[config.mk]
export PLATFORM = sky130hd
export DESIGN_NAME = frame_phase_sequencer
export DESIGN_NICKNAME = d
export VERILOG_FILES = /design/src/rtl/frame_phase_sequencer.sv
export SDC_FILE = /design/constraint.sdc
export NUM_CORES = 1
export LEC_CHECK = 0
export ABC_AREA = 1
export CAP_MARGIN = 20
export CORE_MARGIN = 10
export CORE_UTILIZATION = 30
export CTS_BUF_LIST = sky130_fd_sc_hd__clkbuf_16
export DETAILED_ROUTE_END_ITERATION = 12
export GPL_TIMING_DRIVEN = 0
export HOLD_SLACK_MARGIN = 0.02
export PLACE_DENSITY = 0.63
export SLEW_MARGIN = 20
export SYNTH_ARGS = -nofsm -noshare
export SYNTH_HDL_FRONTEND = slang
export SYNTH_SLANG_ARGS = --single-unit
[constraint.sdc]
create_clock -name CLOCK_50 -period 1.75 [get_ports CLOCK_50]
set_input_delay 0.35 -clock CLOCK_50 [delete_from_list [all_inputs] [get_ports CLOCK_50]]
set_output_delay 0.35 -clock CLOCK_50 [all_outputs]
set_load 0.03 [all_outputs]
[src/rtl/frame_phase_sequencer.sv]
// Per-frame ERASE -> UPDATE -> DRAW sequencer driven by the 30 Hz frame tick.
// Optional per-phase watchdog enabled by defining PHASE_TIMEOUT_EN.
module frame_phase_sequencer #(
  parameter int unsigned FRAMES_PER_SEC = 30,
  parameter int unsigned FRAME_W        = 6,
  parameter int unsigned TIMEOUT_CYCLES = 1000000,
  parameter int unsigned TO_W           = 20
) (
  input  logic               CLOCK_50,
  input  logic               reset,
  input  logic               frame_tick,
  output logic               erase_start,
  input  logic               erase_done,
  output logic               update_start,
  input  logic               update_done,
  output logic               draw_start,
  input  logic               draw_done,
  output logic               busy,
  output logic [FRAME_W-1:0] frame_count,
  output logic               overrun,
  output logic [7:0]         overrun_count,
  output logic               timeout
);

  typedef enum logic [1:0] {StIdle, StErase, StUpdate, StDraw} state_e;

  state_e             r_state;
  state_e             w_state_next;

  logic               r_erase_start;
  logic               r_update_start;
  logic               r_draw_start;
  logic               r_busy;
  logic [FRAME_W-1:0] r_frame_count;
  logic               r_overrun;
  logic [7:0]         r_overrun_count;
  logic               r_timeout;

  logic               w_erase_start_d;
  logic               w_update_start_d;
  logic               w_draw_start_d;
  logic               w_busy_d;
  logic [FRAME_W-1:0] w_frame_count_d;
  logic               w_overrun_d;
  logic [7:0]         w_overrun_count_d;

  logic               w_erase_acc;
  logic               w_update_acc;
  logic               w_draw_acc;
  logic               w_done_acc;
  logic               w_drop;
  logic               w_phase_entry;
  logic               w_timeout_hit;

  // A done is only honoured once its start pulse has gone low again.
  assign w_erase_acc  = (r_state == StErase)  && erase_done  && !r_erase_start;
  assign w_update_acc = (r_state == StUpdate) && update_done && !r_update_start;
  assign w_draw_acc   = (r_state == StDraw)   && draw_done   && !r_draw_start;
  assign w_done_acc   = w_erase_acc || w_update_acc || w_draw_acc;
  assign w_drop       = frame_tick && (r_state != StIdle) && !w_draw_acc;

`ifdef PHASE_TIMEOUT_EN
  logic [TO_W-1:0] r_to_cnt;

  assign w_timeout_hit = (r_state != StIdle) && !w_done_acc &&
                         (r_to_cnt == TO_W'(TIMEOUT_CYCLES - 1));

  always_ff @(posedge CLOCK_50) begin
    if (reset || w_phase_entry || (r_state == StIdle)) begin
      r_to_cnt <= '0;
    end else begin
      r_to_cnt <= r_to_cnt + TO_W'(1);
    end
  end
`else
  logic w_unused_cfg;

  assign w_timeout_hit = 1'b0;
  assign w_unused_cfg  = ^{32'(TIMEOUT_CYCLES), 32'(TO_W)};
`endif

  always_ff @(posedge CLOCK_50) begin
    if (reset) begin
      r_state <= StIdle;
    end else begin
      r_state <= w_state_next;
    end
  end

  always_comb begin
    w_state_next = r_state;
    unique case (r_state)
      StIdle: begin
        if (frame_tick) w_state_next = StErase;
      end
      StErase: begin
        if (w_erase_acc)        w_state_next = StUpdate;
        else if (w_timeout_hit) w_state_next = StIdle;
      end
      StUpdate: begin
        if (w_update_acc)       w_state_next = StDraw;
        else if (w_timeout_hit) w_state_next = StIdle;
      end
      StDraw: begin
        // A tick coinciding with draw completion chains straight into the next frame.
        if (w_draw_acc)         w_state_next = frame_tick ? StErase : StIdle;
        else if (w_timeout_hit) w_state_next = StIdle;
      end
      default: w_state_next = StIdle;
    endcase
  end

  always_comb begin
    w_phase_entry     = (w_state_next != r_state) && (w_state_next != StIdle);
    w_erase_start_d   = w_phase_entry && (w_state_next == StErase);
    w_update_start_d  = w_phase_entry && (w_state_next == StUpdate);
    w_draw_start_d    = w_phase_entry && (w_state_next == StDraw);
    w_busy_d          = (w_state_next != StIdle);
    w_frame_count_d   = r_frame_count;
    if (w_draw_acc) begin
      w_frame_count_d = (r_frame_count == FRAME_W'(FRAMES_PER_SEC - 1)) ? '0 :
                        r_frame_count + FRAME_W'(1);
    end
    w_overrun_d       = w_drop;
    w_overrun_count_d = r_overrun_count;
    if (w_drop && (r_overrun_count != 8'hFF)) begin
      w_overrun_count_d = r_overrun_count + 8'd1;
    end
  end

  always_ff @(posedge CLOCK_50) begin
    if (reset) begin
      r_erase_start   <= 1'b0;
      r_update_start  <= 1'b0;
      r_draw_start    <= 1'b0;
      r_busy          <= 1'b0;
      r_frame_count   <= '0;
      r_overrun       <= 1'b0;
      r_overrun_count <= '0;
      r_timeout       <= 1'b0;
    end else begin
      r_erase_start   <= w_erase_start_d;
      r_update_start  <= w_update_start_d;
      r_draw_start    <= w_draw_start_d;
      r_busy          <= w_busy_d;
      r_frame_count   <= w_frame_count_d;
      r_overrun       <= w_overrun_d;
      r_overrun_count <= w_overrun_count_d;
      r_timeout       <= w_timeout_hit;
    end
  end

  assign erase_start   = r_erase_start;
  assign update_start  = r_update_start;
  assign draw_start    = r_draw_start;
  assign busy          = r_busy;
  assign frame_count   = r_frame_count;
  assign overrun       = r_overrun;
  assign overrun_count = r_overrun_count;
  assign timeout       = r_timeout;

endmodule
==> out/results.ini, run 1 <==
[worst_setup_path]
r2r_setup_slack_ns=0.35
cp_cell_sequence=clkdlybuf4s50_1
critPathCaptureType=output pin
cp_max_fo=5
cp_slowest_stage_delay_ns=0.70
rr_worst_depth=8
start_kind=flip-flop
crit_buf_inv=1
r2r-end=overrun_count[7]$_SDFFE_PP0P_
worstPathArrival_ns=1.33
crit_type=flip-flop to output pin
rr_startpoint=overrun_count[0]$_SDFFE_PP0P_
critPathRequiredTime_ns=1.40
critPathSlowestCell=clkdlybuf4s50_1
crit_family=buffers and inverters

[pwr]
clock_power_share_pct=41.0
seqPwrFrac_pct=43.8
pwr-share-comb_pct=15.2
swShare_pct=25.6
vdd_drop_max_uv=410
power_switching_uw=301
cellPowerDensity_nw_per_um2=796
p_int_uw=875
cellLeakagePower_uw=0.000774

[placement]
dpl.hpwl_um=1720
io_buffers=24
place_congestion=0.795
post_dp_cell_area_um2=1380
dpl.cell_count=221

[detailed_routing]
via_per_inst=4.24
postRouteAntennaNets=0
dr_total_vias=954
firstDrtPassIters=4
wl_per_cell_um=10.0
drt_iter0_drc=40
routed_wl_um=2260
drc_errors=0

[worst_hold_path]
min_delay_path_depth=2
hold_path_class=flip-flop to flip-flop
hold_path_end=overrun_count[7]$_SDFFE_PP0P_
hold_start=overrun_count[7]$_SDFFE_PP0P_

[synthesis]
netlist_instances=151
synth-xor-area-share_pct=4.07
seq_area_frac_synth_pct=39.0
syn_area_um2=1080
yosysUniqueCellTypes=28
synth_warnings=0
synth_adder_area_share_pct=3.48
postSynthNetCount=160
synth_top_family_by_area=simple AND/OR/NAND/NOR gates
synthMuxAreaShare_pct=0
synth_compound_area_share_pct=6.97
syn_area_per_cell_um2=7.13
ys_seq_elements=21
synthSimpleGateAreaFrac_pct=36.6

[floorplanning]
placementRows=21
initial_core_util_pct=31.5
die_w_um=79.9
ioPinCount=26
core-area_um2=3420
die_area_um2=6390
dieHeight_um=79.9

[clock_tree]
root_buffer=clkbuf_16
tritoncts=yes
clk_pin_slew_ns=0.05
numCtsBuffers=3
htreeDepth=1
insertion_delay_ns=0.26
clock_path_buffers=2
clock_sinks=21

[job]
drv_cap=0

[timing]
rsz0062_at_grt=false
finalHoldViolCount=0
min_period_ns=1.68
slew_viol_final=0
setup_viol=0
final.setup.tns_ns=0
fmax_ghz=0.594
finClkSkew_ns=0.00571
period_share_pct=96.3

[layout]
diodes=0
final_layout_size_suffix_gt1_share_pct=10.6
final_cell_mix=41 x nand2_1, 21 x dfxtp_1, 20 x inv_1, 17 x nor2_1, 15 x clkdlybuf4s50_1
fin_nets=189
final_common_cell=nand2_1
layout.cells.non_filler=225
design_area_um2=1480
syn2layout_area_growth_pct=37.2

[global_routing]
antenna_found_initial=0
grt_max_degree=13
grt_pass1_wl_um=3960
groute.usage.overall_pct=7.69
grt_pass1_vias=885
grt_overflow=0

[status]
status=complete, no violations

## cells in the mapped netlist
cell type / count / area, µm²
o211ai_1: 1 / 7.51
o21ai_0: 1 / 5.00
o21ai_1: 3 / 15.0
nor3_2: 1 / 10.0
and3_4: 1 / 11.3
nand4_1: 2 / 12.5
nand2_2: 2 / 12.5
nand2_8: 1 / 20.0
nand2_4: 2 / 22.5
nand2_1: 41 / 154
dfxtp_1: 21 / 420
xor2_1: 4 / 35.0
nor2_1: 17 / 63.8
inv_1: 20 / 75.1
buf_4: 1 / 7.51
nand3_1: 7 / 35.0
clkbuf_1: 1 / 3.75
xnor2_1: 1 / 8.76
nor2_4: 1 / 11.3
a211oi_1: 1 / 7.51
conb_1: 1 / 3.75
nor3b_1: 1 / 7.51
inv_4: 2 / 12.5
a21oi_1: 8 / 40.0
nor3_1: 3 / 15.0
nor2_2: 3 / 18.8
ha_1: 3 / 37.5
inv_2: 1 / 3.75
## worst max path at each step
stage | from | endpoint | slack, ns | cells past startpoint
floorplan | overrun_count[0]$_SDFFE_PP0P_ | overrun_count[0]$_SDFFE_PP0P_ | 0.24 | 8
CTS | overrun_count[4]$_SDFFE_PP0P_ | overrun_count[4] | 0.002 | 1
finish | frame_count[4]$_SDFFE_PP0P_ | frame_count[4] | 0.07 | 1
global route | frame_count[5]$_SDFFE_PP0P_ | frame_count[5] | 0.007 | 1
detailed placement | draw_done | overrun_count[7]$_SDFFE_PP0P_ | 0.09 | 10
global placement | draw_done | overrun_count[7]$_SDFFE_PP0P_ | 0.10 | 10
## area by class of cell
| cell class | instances | area [µm²] |
|---|---|---|
| Fill cell | 359 | 1940 |
| Multi-Input combinational cell | 105 | 554 |
| Sequential cell | 21 | 420 |
| Timing Repair Buffer | 24 | 263 |
| Inverter | 23 | 91.3 |
| Clock buffer | 3 | 75.1 |
| Tap cell | 46 | 57.6 |
| Buffer | 2 | 11.3 |
| Clock inverter | 1 | 5.00 |
## cell families (layout without fill, tap and decap cells)
logic type | count (synthesis) | count (layout)
xor+xnor | 5 | 5
fa+ha+maj | 3 | 3
compound gates | 14 | 14
other cells | 1 | 1
simple gates | 82 | 82
buf+inv | 25 | 53
flops | 21 | 21
## what timing repair did
item                       4_1_cts  5_1_grt
buffers inserted                 0        0
resized for setup                0        9
setup endpoints to repair        0        9
hold buffers                     0        0
## metrics by stage
step / setup slack (ns) / power [µW] / hold slack, ns / utilization [%]
6_report: 0.0652 / 1180 / 0.516 / 43.3
5_1_grt: 0.00707 / 1240 / 0.549 / 43.3
4_1_cts: 0.00154 / 1200 / 0.520 / 42.6
3_5_place_dp: 0.0906 / 707 / 0.511 / 40.3
3_3_place_gp: 0.101 / 707 / 0.505 / 40.3
2_1_floorplan: 0.237 / 643 / 0.419 / -
## power groups by stage
stage                     Combinational [µW]  Clock (µW)  Sequential, µW
after floorplan                         87.5           0             556
after global placement                   182           0             526
after detailed placement                 181           0             525
after CTS                                183         505             515
after global routing                     201         520             517
final                                    179         483             515
## layer usage
metal	share of wire [%]	GRT usage [%]
met5	0	0
met3	8.5	3.94
met2	43	10.9
met4	1.7	3.70
met1	46	9.29
## sequential cells by signal, summed over array words and instances, names as in the netlist
name / cells
erase_start: 1
overrun: 1
frame_count: 6
busy: 1
overrun_count: 8
r_state: 2
update_start: 1
draw_start: 1
Power figures use the tool's default switching activity.
==> inputs of run 2 (changes only) <==
--- a/config.mk
+++ b/config.mk
@@ -5,7 +5,6 @@
 export SDC_FILE = /design/constraint.sdc
 export NUM_CORES = 1
 export LEC_CHECK = 0
-export ABC_AREA = 1
 export CAP_MARGIN = 20
 export CORE_MARGIN = 10
 export CORE_UTILIZATION = 30
==> run 2 against run 1 <==
- via count fell by 3.2%
- highest routed layer unchanged
- largest cell class unchanged
- largest power group unchanged
- clock skew fell by 0.00094 ns
- worst hold slack improved by 0.0080 ns
- power fell by 4.9%
- final area fell by 3.2%
- critical endpoint is now overrun_count[6]
- sequential power fell by 2%
==> out/results.ini, run 2 <==
[worst_setup_path]
rr_worst_depth=5  ; was 8
r2r_setup_slack_ns=0.15  ; was 0.35 ns
cp_slowest_stage_delay_ns=0.70  ; about the same
critPathCaptureType=output pin  ; unchanged
worstPathArrival_ns=1.34  ; was 1.33 ns
start_kind=flip-flop  ; unchanged
crit_type=flip-flop to output pin  ; unchanged
startpoint=overrun_count[6]$_SDFFE_PP0P_  ; was frame_count[4]$_SDFFE_PP0P_
path_depth=1  ; unchanged
cp_cell_sequence=clkdlybuf4s50_1  ; unchanged
cp_max_fo=5  ; unchanged
r2r-end=overrun_count[1]$_SDFFE_PP0P_  ; was overrun_count[7]$_SDFFE_PP0P_
critPathRequiredTime_ns=1.40  ; about the same
setup.worst_path.end=overrun_count[6]  ; was frame_count[4]
critPathSlowestCell=clkdlybuf4s50_1  ; unchanged
rr_startpoint=overrun_count[0]$_SDFFE_PP0P_  ; unchanged
crit_family=buffers and inverters  ; unchanged
crit_buf_inv=1  ; unchanged

[layout]
fin_nets=154  ; was 189
syn2layout_area_growth_pct=36.7  ; was 37.2%
diodes=0  ; unchanged
fillCellCount=348  ; was 359
multi_input_area_um2=569  ; was 554 µm²
final_cell_mix=21 x dfxtp_1, 15 x nor2_1, 15 x clkdlybuf4s50_1, 11 x a21oi_1, 5 x dlymetal6s2s_1  ; was 41 x nand2_1, 21 x dfxtp_1, 20 x inv_1, 17 x nor2_1, 15 x clkdlybuf4s50_1
seq_area_um2=420  ; unchanged
largest_reg_flops=8  ; unchanged
final_layout_size_suffix_gt1_share_pct=9.03  ; was 10.6%
final_common_cell=dfxtp_1  ; was nand2_1
layout.cells.non_filler=190  ; was 225

[detailed_routing]
postRouteAntennaNets=0  ; unchanged
via_per_inst=4.86  ; was 4.24
wl_per_cell_um=12.6  ; was 10.0 µm
firstDrtPassIters=6  ; was 4
dr_total_vias=923  ; was 954
routed_wl_um=2400  ; was 2260 µm
drt_iter0_drc=24  ; was 40
drc_errors=0  ; unchanged

[synthesis]
seq_area_frac_synth_pct=40.2  ; was 39.0%
netlist_instances=116  ; was 151
async_flop_share_pct=0  ; unchanged
syn_area_um2=1050  ; was 1080 µm²
synth_edf_count=0  ; unchanged
yosysUniqueCellTypes=40  ; was 28
postSynthNetCount=125  ; was 160
synthTopCellsByArea=dfxtp_1 40%, nor2_1 5.4%, a21oi_1 5.3%  ; was dfxtp_1 39%, nand2_1 14%, inv_1 7.0%
synth_top_cell_area_share_pct=40.2  ; was 39.0%
synth_warnings=0  ; unchanged
synth_most_common_cell=dfxtp_1  ; was nand2_1
ys.flop_type=dfxtp_1  ; unchanged
netlist_top_cells_count=21 x dfxtp_1, 15 x nor2_1, 11 x a21oi_1  ; was 41 x nand2_1, 21 x dfxtp_1, 20 x inv_1
synth_top_area_cell=dfxtp_1  ; unchanged
ys_seq_elements=21  ; unchanged
syn_area_per_cell_um2=9.02  ; was 7.13 µm²

[timing]
slew_viol_final=0  ; unchanged
period_share_pct=96.8  ; was 96.3%
finClkSkew_ns=0.00477  ; was 0.00571 ns
fin_hold_ws_ns=0.524  ; was 0.516 ns
setup_viol=0  ; unchanged
fmax_ghz=0.591  ; was 0.594 GHz
finalHoldViolCount=0  ; unchanged
min_period_ns=1.69  ; was 1.68 ns
rsz0062_at_grt=false  ; unchanged

[clock_tree]
cts_hold_buf=0  ; unchanged
clock_path_buffers=2  ; unchanged
htreeDepth=1  ; unchanged
post-cts-setup-buffers=0  ; unchanged
clock_sinks=21  ; unchanged
numCtsBuffers=3  ; unchanged
tritoncts=yes  ; unchanged
root_buffer=clkbuf_16  ; unchanged
insertion_delay_ns=0.25  ; was 0.26 ns
clk_pin_slew_ns=0.06  ; was 0.05 ns

[pwr]
seqPwrFrac_pct=45.1  ; was 43.8%
vdd_drop_max_uv=335  ; was 410 µV
swShare_pct=22.9  ; was 25.6%
cellPowerDensity_nw_per_um2=782  ; was 796 nW/µm²
total_power_uw=1120  ; was 1180 µW
pwr-share-comb_pct=13.0  ; was 15.2%
p_int_uw=863  ; was 875 µW
cellLeakagePower_uw=0.000623  ; was 0.000774 µW
power_switching_uw=256  ; was 301 µW
clock_power_share_pct=42.0  ; was 41.0%

[floorplanning]
core-area_um2=3360  ; was 3420 µm²
placementRows=21  ; unchanged
initial_core_util_pct=31.1  ; was 31.5%
die_area_um2=6250  ; was 6390 µm²
die_w_um=79.1  ; was 79.9 µm
dieHeight_um=79.1  ; was 79.9 µm
ioPinCount=26  ; unchanged

[global_routing]
groute.usage.overall_pct=7.59  ; was 7.69%
antenna_found_initial=0  ; unchanged
grt_overflow=0  ; unchanged
grt_pass1_wl_um=3850  ; was 3960 µm
grt_pass1_vias=829  ; was 885
grt_max_degree=12  ; was 13

[status]
status=complete, no violations  ; unchanged

[job]
drv_cap=0  ; unchanged

[worst_hold_path]
hold_path_class=flip-flop to flip-flop  ; unchanged

[placement]
place_congestion=0.771  ; was 0.795
io_buffers=24  ; unchanged
dpl.cell_count=186  ; was 221
dpl.hpwl_um=1810  ; was 1720 µm

## run 2: how the worst min path moves through the flow
stage,start,endpoint,slack (ns),cells past startpoint
detailed placement,frame_count[4]$_SDFFE_PP0P_,frame_count[4]$_SDFFE_PP0P_,0.52,2
finish,frame_count[4]$_SDFFE_PP0P_,frame_count[4]$_SDFFE_PP0P_,0.52,2
global route,frame_count[5]$_SDFFE_PP0P_,frame_count[5]$_SDFFE_PP0P_,0.58,2
global placement,frame_count[4]$_SDFFE_PP0P_,frame_count[4]$_SDFFE_PP0P_,0.51,2
floorplan,frame_tick,erase_start$_SDFF_PP0_,0.49,2
CTS,frame_count[4]$_SDFFE_PP0P_,frame_count[4]$_SDFFE_PP0P_,0.53,2
## run 2: cells by family (layout without fill, tap and decap cells)
family          count (synthesis)  in the layout  synth area share, %
compound gates                 27             27                 16.4
xor+xnor                        1              1                0.837
fa+ha+maj                       3              3                 3.59
buf+inv                         8             36                 5.38
flops                          21             21                 40.2
mux                             4              4                 4.07
other cells                     1              1                0.359
simple gates                   51             51                 29.2
## run 2: per-stage QoR
| stage | utilization [%] | worst slack (ns) | area (µm²) | setup TNS, ns |
|---|---|---|---|---|
| after floorplan | - | 0.112 | 1050 | 0 |
| after global placement | 40.0 | -0.181 | 1340 | -0.614 |
| after detailed placement | 40.0 | -0.211 | 1340 | -0.952 |
| after CTS | 42.2 | 0.00700 | 1420 | 0 |
| after global routing | 42.5 | 0.00176 | 1430 | 0 |
| final | 42.5 | 0.0566 | 1430 | 0 |
## run 2: timing repair
action                                  4_1_cts  5_1_grt
resized for setup                             4        5
endpoints found under the setup margin        4        6
pin swaps                                     0        1
endpoints found under the hold margin         0        0
## run 2: power groups by stage
stage | clock (µW) | combinational [µW] | sequential, µW
final | 469 | 145 | 504
after global routing | 510 | 159 | 506
after CTS | 480 | 147 | 504
after detailed placement | 0 | 147 | 515
after global placement | 0 | 144 | 514
after floorplan | 0 | 75.2 | 535
## run 2: area by class of cell
class | count | share of cell area [%]
timing repair buffer | 24 | 17.3
clock inverter | 1 | 0.262
tap | 46 | 4.02
sequential | 21 | 29.4
multi-input combinational | 87 | 39.8
clock buffer | 3 | 5.25
inverter | 2 | 0.525
buffer | 6 | 3.41
## run 2: per-layer routing
layer	GRT usage [%]	wire, µm	part of all wire (%)	vias to the layer above
met4	5.73	71	3.0	0
met3	2.36	154	6.4	6
met2	11.3	1060	44	25
met1	8.90	1110	46	413
li1	-	-	-	479
met5	0	0	0	-
==> inputs of run 3 (changes only) <==
--- a/config.mk
+++ b/config.mk
@@ -17,3 +17,4 @@
 export SYNTH_ARGS = -nofsm -noshare
 export SYNTH_HDL_FRONTEND = slang
 export SYNTH_SLANG_ARGS = --single-unit
+export TNS_END_PERCENT = 1
==> results of run 3 <==
Same layout as run 2: the final DEF is identical, and so are final timing and power.
